**src/rtl/aes_block_fifo.sv**
```systemverilog
// First-word-fall-through FIFO of 128-bit blocks between the byte stacker and the cipher core.
// Carries valid/ready handshakes with stage enable and synchronous flush, plus occupancy status.
module aes_block_fifo #(
    parameter int unsigned DEPTH = 4,
    parameter int unsigned CNT_W = $clog2(DEPTH) + 1
) (
    input  logic             clk_i,
    input  logic             rst_i,
    input  logic             clr_i,
    input  logic             enable_i,
    input  logic             valid_i,
    output logic             ready_o,
    input  logic [127:0]     word_i,
    output logic             valid_o,
    input  logic             ready_i,
    output logic [127:0]     word_o,
    output logic [CNT_W-1:0] count_o,
    output logic             full_o,
    output logic             empty_o
);

    localparam int unsigned PTR_W = $clog2(DEPTH);

    logic [127:0]     mem_q [DEPTH];
    logic [PTR_W-1:0] wr_ptr_q, wr_ptr_d;
    logic [PTR_W-1:0] rd_ptr_q, rd_ptr_d;
    logic [CNT_W-1:0] count_q, count_d;
    logic             full, empty, push, pop;

    assign full  = (count_q == CNT_W'(DEPTH));
    assign empty = (count_q == '0);

    // Handshakes depend only on registered state, never on the partner's signal.
    assign ready_o = enable_i & ~full & ~rst_i & ~clr_i;
    assign valid_o = enable_i & ~empty & ~rst_i & ~clr_i;
    assign push    = valid_i & ready_o;
    assign pop     = valid_o & ready_i;

    assign word_o  = valid_o ? mem_q[rd_ptr_q] : '0;
    assign count_o = count_q;
    assign full_o  = full;
    assign empty_o = empty;

    always_comb begin
        wr_ptr_d = wr_ptr_q;
        rd_ptr_d = rd_ptr_q;
        count_d  = count_q;
        if (push) begin
            wr_ptr_d = wr_ptr_q + PTR_W'(1);
        end
        if (pop) begin
            rd_ptr_d = rd_ptr_q + PTR_W'(1);
        end
        if (push && !pop) begin
            count_d = count_q + CNT_W'(1);
        end else if (pop && !push) begin
            count_d = count_q - CNT_W'(1);
        end
    end

    always_ff @(posedge clk_i) begin
        if (rst_i || clr_i) begin
            wr_ptr_q <= '0;
            rd_ptr_q <= '0;
            count_q  <= '0;
        end else begin
            wr_ptr_q <= wr_ptr_d;
            rd_ptr_q <= rd_ptr_d;
            count_q  <= count_d;
        end
    end

    // Storage is not reset; push is already blocked during reset and flush.
    always_ff @(posedge clk_i) begin
        if (push) begin
            mem_q[wr_ptr_q] <= word_i;
        end
    end

endmodule

```
**config.mk**
```make
export PLATFORM = sky130hd
export DESIGN_NAME = aes_block_fifo
export DESIGN_NICKNAME = d
export VERILOG_FILES = /design/src/rtl/aes_block_fifo.sv
export SDC_FILE = /design/constraint.sdc
export NUM_CORES = 1
export LEC_CHECK = 0
export ABC_AREA = 1
export BUFFER_PORTS_ARGS = -buffer_cell sky130_fd_sc_hd__buf_2
export CAP_MARGIN = 30
export CORE_MARGIN = 1
export CORE_UTILIZATION = 44
export DETAILED_ROUTE_END_ITERATION = 12
export SETUP_SLACK_MARGIN = 0.5
export SLEW_MARGIN = 20
export SYNTH_ARGS = -nofsm -noshare
export SYNTH_HDL_FRONTEND = slang
export SYNTH_SLANG_ARGS = --single-unit
```
**constraint.sdc**
```tcl
create_clock -name clk_i -period 12.2 [get_ports clk_i]
set_clock_uncertainty 0.15 [all_clocks]
set_input_delay 3.66 -clock clk_i [delete_from_list [all_inputs] [get_ports clk_i]]
set_output_delay 3.66 -clock clk_i [all_outputs]
set_load 0.005 [all_outputs]
```
**Yosys cells after proc, flatten, opt, wreduce, memory -nomap -nowiden**

Memory sizes are Yosys's and may differ from the RTL's. A register that Yosys moved wholly into a read port is not among the register bits.
Cells that the tools add are included.

- Memories: 1
- Output and inout port bits: 135
- RAM bits: 512
- Bits of input ports: 134
- Register bits: 7
- Word-level logic and storage cells: 35

Memory list:

| memory | depth | width | rd ports | clocked after memory_dff | wr ports | RTL line | source |
|---|---|---|---|---|---|---|---|
| mem_q | 4 | 128 | 1 | 1 | 1 | 24 | `logic [127:0] mem_q [DEPTH];` |

- Add/subtract/negate cells: 4
- Muxes and demuxes: 7
- Bitwise logic cells: 12
- Reduce and logical (&&, ||, !) cells: 7
- Eq/ne operators: 1

Operators by type and width:

| kind | number |
|---|---|
| two-way mux 128 bit | 1 |
| AND 1 bit | 8 |
| two-way mux 3 bit | 2 |
| adder 2 x 1 -> 2 bit (second input constant) | 2 |
| two-way mux 2 bit | 2 |
| NOT 1 bit | 4 |
| adder 3 x 1 -> 3 bit (second input constant) | 1 |
| == test 3 bit (second input constant) | 1 |
| logical NOT 3 bit | 1 |
| subtractor 3 x 1 -> 3 bit (second input constant) | 1 |
| logical AND 1 bit | 2 |
| logical NOT 1 bit | 2 |
| two-way mux 1 bit | 2 |
| nonzero test 2 bit | 1 |
| logical OR 1 bit | 1 |

**Depth between registers and ports, before layout**

- Depth after elaboration: 10
- Mapped depth: 13
- Gate-level depth less buffers: 13

**Worst setup path before layout**

OpenSTA, ideal clock, no wires.

- Path type: input to register
- From: in rst_i
- To: mem mem_q[0][0] (enable)
- Buffers on the path: 0
- Library setup time: 617 ps
- Stages: 5
- Data arrival time: 9429 ps
- Data required time: 11433 ps
- Setup slack: 2004 ps
- Path through: inv_1 nand2_2 nor2_4 nand3_2 nor2_1

- Word-level cells in the longest chain between the ends: 6

RTL lines:

| element | RTL line | source |
|---|---|---|
| start: declaration | 8 | `input logic rst_i,` |
| NOT 1 bit | 34 | `assign ready_o = enable_i & ~full & ~rst_i & ~clr_i;` |
| AND 1 bit (2 in series) | 34 |  |
| AND 1 bit | 36 | `assign push = valid_i & ready_o;` |
| two-way mux 1 bit | 75 | `if (push) begin` |
| two-way mux 1 bit (not written as such) | 76 | `mem_q[wr_ptr_q] <= word_i;` |
| end: declaration | 24 |  |

Every way passes these cells.

**Final worst setup path**

- From: in clr_i
- To: out word_o[30]

- Word-level cells in the longest chain between the ends: 3

RTL lines:

| element | RTL line | source |
|---|---|---|
| start: declaration | 9 | `input logic clr_i,` |
| NOT 1 bit | 35 | `assign valid_o = enable_i & ~empty & ~rst_i & ~clr_i;` |
| AND 1 bit | 35 |  |
| two-way mux 128 bit | 39 | `assign word_o = valid_o ? mem_q[rd_ptr_q] : '0;` |
| end: declaration | 16 | `output logic [127:0] word_o,` |

Every way passes these cells.

==> results_dict.tcl <==
set metrics [dict create \
    layout_commonest_cell "sky130_fd_sc_hd__nor2_1" \
    critPathLaunch "clr_i" \
    clock_latency_ps 580 \
    timing_worst_setup_path_type "primary input to primary output" \
    clkSinkCount 521 \
    drt_first_pass_iters 5 \
    postSynthAreaPerCell_um2 12.9 \
    worstSetupEndpoint "word_o[30]" \
    power.share.switching_pct 19.3 \
    place_hpwl_mm 26.0 \
    syn_to_final_growth_pct 16.6 \
    rsz0062_at_grt "no" \
    worst_pin_slew_ps 990 \
    grt_overflow_total 0 \
    design.die.area_um2 47400 \
    worst_r2r_startpoint "count_o[0]" \
    gate_count_post_synth 1586 \
    fin_crit_ps 9370 \
    num-nets-final 1973 \
    cts.root.buffer_cell "sky130_fd_sc_hd__clkbuf_16" \
    drtIter0Drc 823 \
    fmax_mhz 107 \
    remaining_drc_errors 0 \
    route.detailed.wl_per_inst_um 18.8 \
    worstSetupEndpointType "primary output" \
    htree_num_levels 2 \
    fp.coreArea_um2 45700 \
    post_route_cells_drive_above_1_share_pct 20.3 \
    powerDensity_nw_per_um2 152 \
    comb_power_share_pct 1.8 \
    worst-path-max-fanout 59 \
    final-hold-violation-count 0 \
    drt-vias-per-instance 5.16 \
    placement.cell_area_um2 22100 \
    cap_violations 0 \
    ant_nets 0 \
    hp-class "flop to flop" \
    rows 78 \
    post_cts_resized 0 \
    post_cts_buffers 0 \
    final-setup-viol-count 0 \
    cts_inserted_buffers 54 \
    final.period_utilization_pct 76.8 \
    totalWireLength_mm 46.6 \
    peakVddDrop_v 0.000132 \
    worst_hold_slack_ps 354 \
    initial_core_util_pct 44.8 \
    power_switching_uw 699 \
    global_route_total_usage_across_every_layer_pct 19.5 \
    routabilityCongestion 0.812 \
    yosys_warnings 0 \
    net_count_of_the_mapped_netlist 1726 \
    floorplan.die.height_um 218 \
    run_status "finished clean" \
    num-fill-cells 3925 \
    first_global_vias 12600 \
    synth-seq-area-share_pct 75.9 \
    worstPathArrival_ps 5560 \
    internal-power_uw 2920 \
    tritoncts_clock_tree "built" \
    floorplan.die.width_um 218 \
    min-delay-start "rd_ptr_q[1]" \
    setup.worst_path.start_class "primary input" \
    sequentialPowerShare_pct 54.6 \
    most-common-layout-cells "520 x sky130_fd_sc_hd__nor2_1, 512 x sky130_fd_sc_hd__edfxtp_1, 268 x sky130_fd_sc_hd__buf_2" \
    regToRegSetupSlack_ps 9360 \
    layout.core_utilization_pct 52.3 \
    leakagePower_uw 0.00869 \
    i_o_pin_cnt 269 \
    max_slew_violation_count 0 \
    post_synth_num_cell_types 26 \
    power_frac_clock_pct 43.7 \
    fin_tns_setup_ps 0 \
    finish.instance_area_um2 23900 \
    reg_to_reg_end "mem_q[0][76]" \
    cts.hold.buffers_added 0 \
    grt_pass1_wl_mm 70.8 \
    portBuffers 268 \
    synth.ff_latch_count 521 \
    antenna_violations_before_repair 10 \
    clk_pin_slew_worst_paths_ps 60 \
    cts.path.max_buffers 3 \
    largest_net_degree_at_the_start_of_global_routing 144 \
    critPathRequiredTime_ps 8390 \
    ff2ff_path_depth 5 \
    syn-cell-area_um2 20500 \
    detailroute.via_count 12800 \
    max-slew-margin-rel_pct 34.0 \
]
per-layer routing:
metal  GRT usage [%]  routed length (um)
met5               0                  60
met4            7.06                1050
met3            3.84                2590
met2            33.0               22900
met1            25.0               20000
cell usage after synthesis:
master | count | share of area, %
sky130_fd_sc_hd__o21ai_0 | 247 | 6.0
sky130_fd_sc_hd__inv_2 | 2 | 0.037
sky130_fd_sc_hd__o21bai_1 | 1 | 0.037
sky130_fd_sc_hd__edfxtp_1 | 512 | 75
sky130_fd_sc_hd__buf_4 | 10 | 0.37
sky130_fd_sc_hd__inv_1 | 21 | 0.38
sky130_fd_sc_hd__fa_1 | 1 | 0.098
sky130_fd_sc_hd__nand3_2 | 1 | 0.049
sky130_fd_sc_hd__nor3_1 | 1 | 0.024
sky130_fd_sc_hd__o21ai_1 | 10 | 0.24
sky130_fd_sc_hd__clkbuf_8 | 4 | 0.27
sky130_fd_sc_hd__nand2_1 | 15 | 0.27
sky130_fd_sc_hd__buf_1 | 3 | 0.055
sky130_fd_sc_hd__clkbuf_2 | 24 | 0.59
sky130_fd_sc_hd__nand2_2 | 2 | 0.061
sky130_fd_sc_hd__ha_1 | 5 | 0.31
sky130_fd_sc_hd__nand3_1 | 2 | 0.049
sky130_fd_sc_hd__buf_2 | 15 | 0.37
sky130_fd_sc_hd__a21oi_1 | 131 | 3.2
sky130_fd_sc_hd__dfxtp_1 | 9 | 0.88
sky130_fd_sc_hd__buf_6 | 30 | 1.6
sky130_fd_sc_hd__nor2_4 | 1 | 0.055
sky130_fd_sc_hd__nor2_1 | 524 | 9.6
sky130_fd_sc_hd__nand4_1 | 1 | 0.031
sky130_fd_sc_hd__clkbuf_1 | 13 | 0.24
sky130_fd_sc_hd__xor2_1 | 1 | 0.043
cells by family (layout without fill, tap and decap cells):
| group | after synthesis | count (layout) | synth area share, % |
|---|---|---|---|
| AO/OA/AOI/OAI | 389 | 389 | 9.52 |
| XOR/XNOR | 1 | 1 | 0.0428 |
| adder cells (fa/ha/maj) | 6 | 6 | 0.403 |
| buffers and inverters | 122 | 410 | 3.95 |
| flip-flops | 521 | 521 | 75.9 |
| other | 0 | 4 | 0 |
| AND/OR/NAND/NOR | 547 | 547 | 10.1 |
how the worst min path moves through the flow:
| stage | cells past startpoint | endpoint |
|---|---|---|
| global route | 2 | flop |
| global placement | 2 | flop |
| floorplan | 2 | flop |
| CTS | 2 | flop |
| finish | 2 | flop |
| detailed placement | 2 | flop |
power groups by stage:
stage	logic (uW)	registers (uW)	clock network, uW
global route	72.2	1980	1690
detailed placement	64.6	2010	0
floorplan	18.2	2020	0
global placement	61.6	2010	0
CTS	65.0	1980	1620
finish	64.1	1980	1580
stage by stage:
stage,power (uW),cells,worst slack (ps)
after global placement,2080,2372,2660
after CTS,3660,2472,2800
after detailed placement,2080,2375,2840
final,3620,2478,2830
after floorplan,2040,1586,2000
after global routing,3730,2477,2670
layout make-up:
type | instances | area (um2) | share of cell area (%)
Sequential cell | 521 | 15600 | 65.2
Multi-Input combinational cell | 943 | 4150 | 17.4
Timing Repair Buffer | 290 | 1610 | 6.73
Clock buffer | 66 | 1420 | 5.94
Tap cell | 600 | 751 | 3.14
Clock inverter | 31 | 282 | 1.18
Inverter | 23 | 93.8 | 0.393
Antenna cell | 4 | 10.0 | 0.0419
flip-flops by register name, summed over array words and instances (netlist names), named ones only:
name	cells
count_o	3
rd_ptr_q	2
wr_ptr_q	2
mem_q	512
worst max-delay path, stage by stage:
cell and delay [ps]:
sky130_fd_sc_hd__buf_2 90, sky130_fd_sc_hd__inv_2 30, sky130_fd_sc_hd__nand2_2 140, sky130_fd_sc_hd__nor2_4 70
sky130_fd_sc_hd__nand2_4 280, sky130_fd_sc_hd__buf_16 300, sky130_fd_sc_hd__buf_4 620, sky130_fd_sc_hd__a21oi_1 130
sky130_fd_sc_hd__buf_2 170
(Power assumes the default switching activity.)
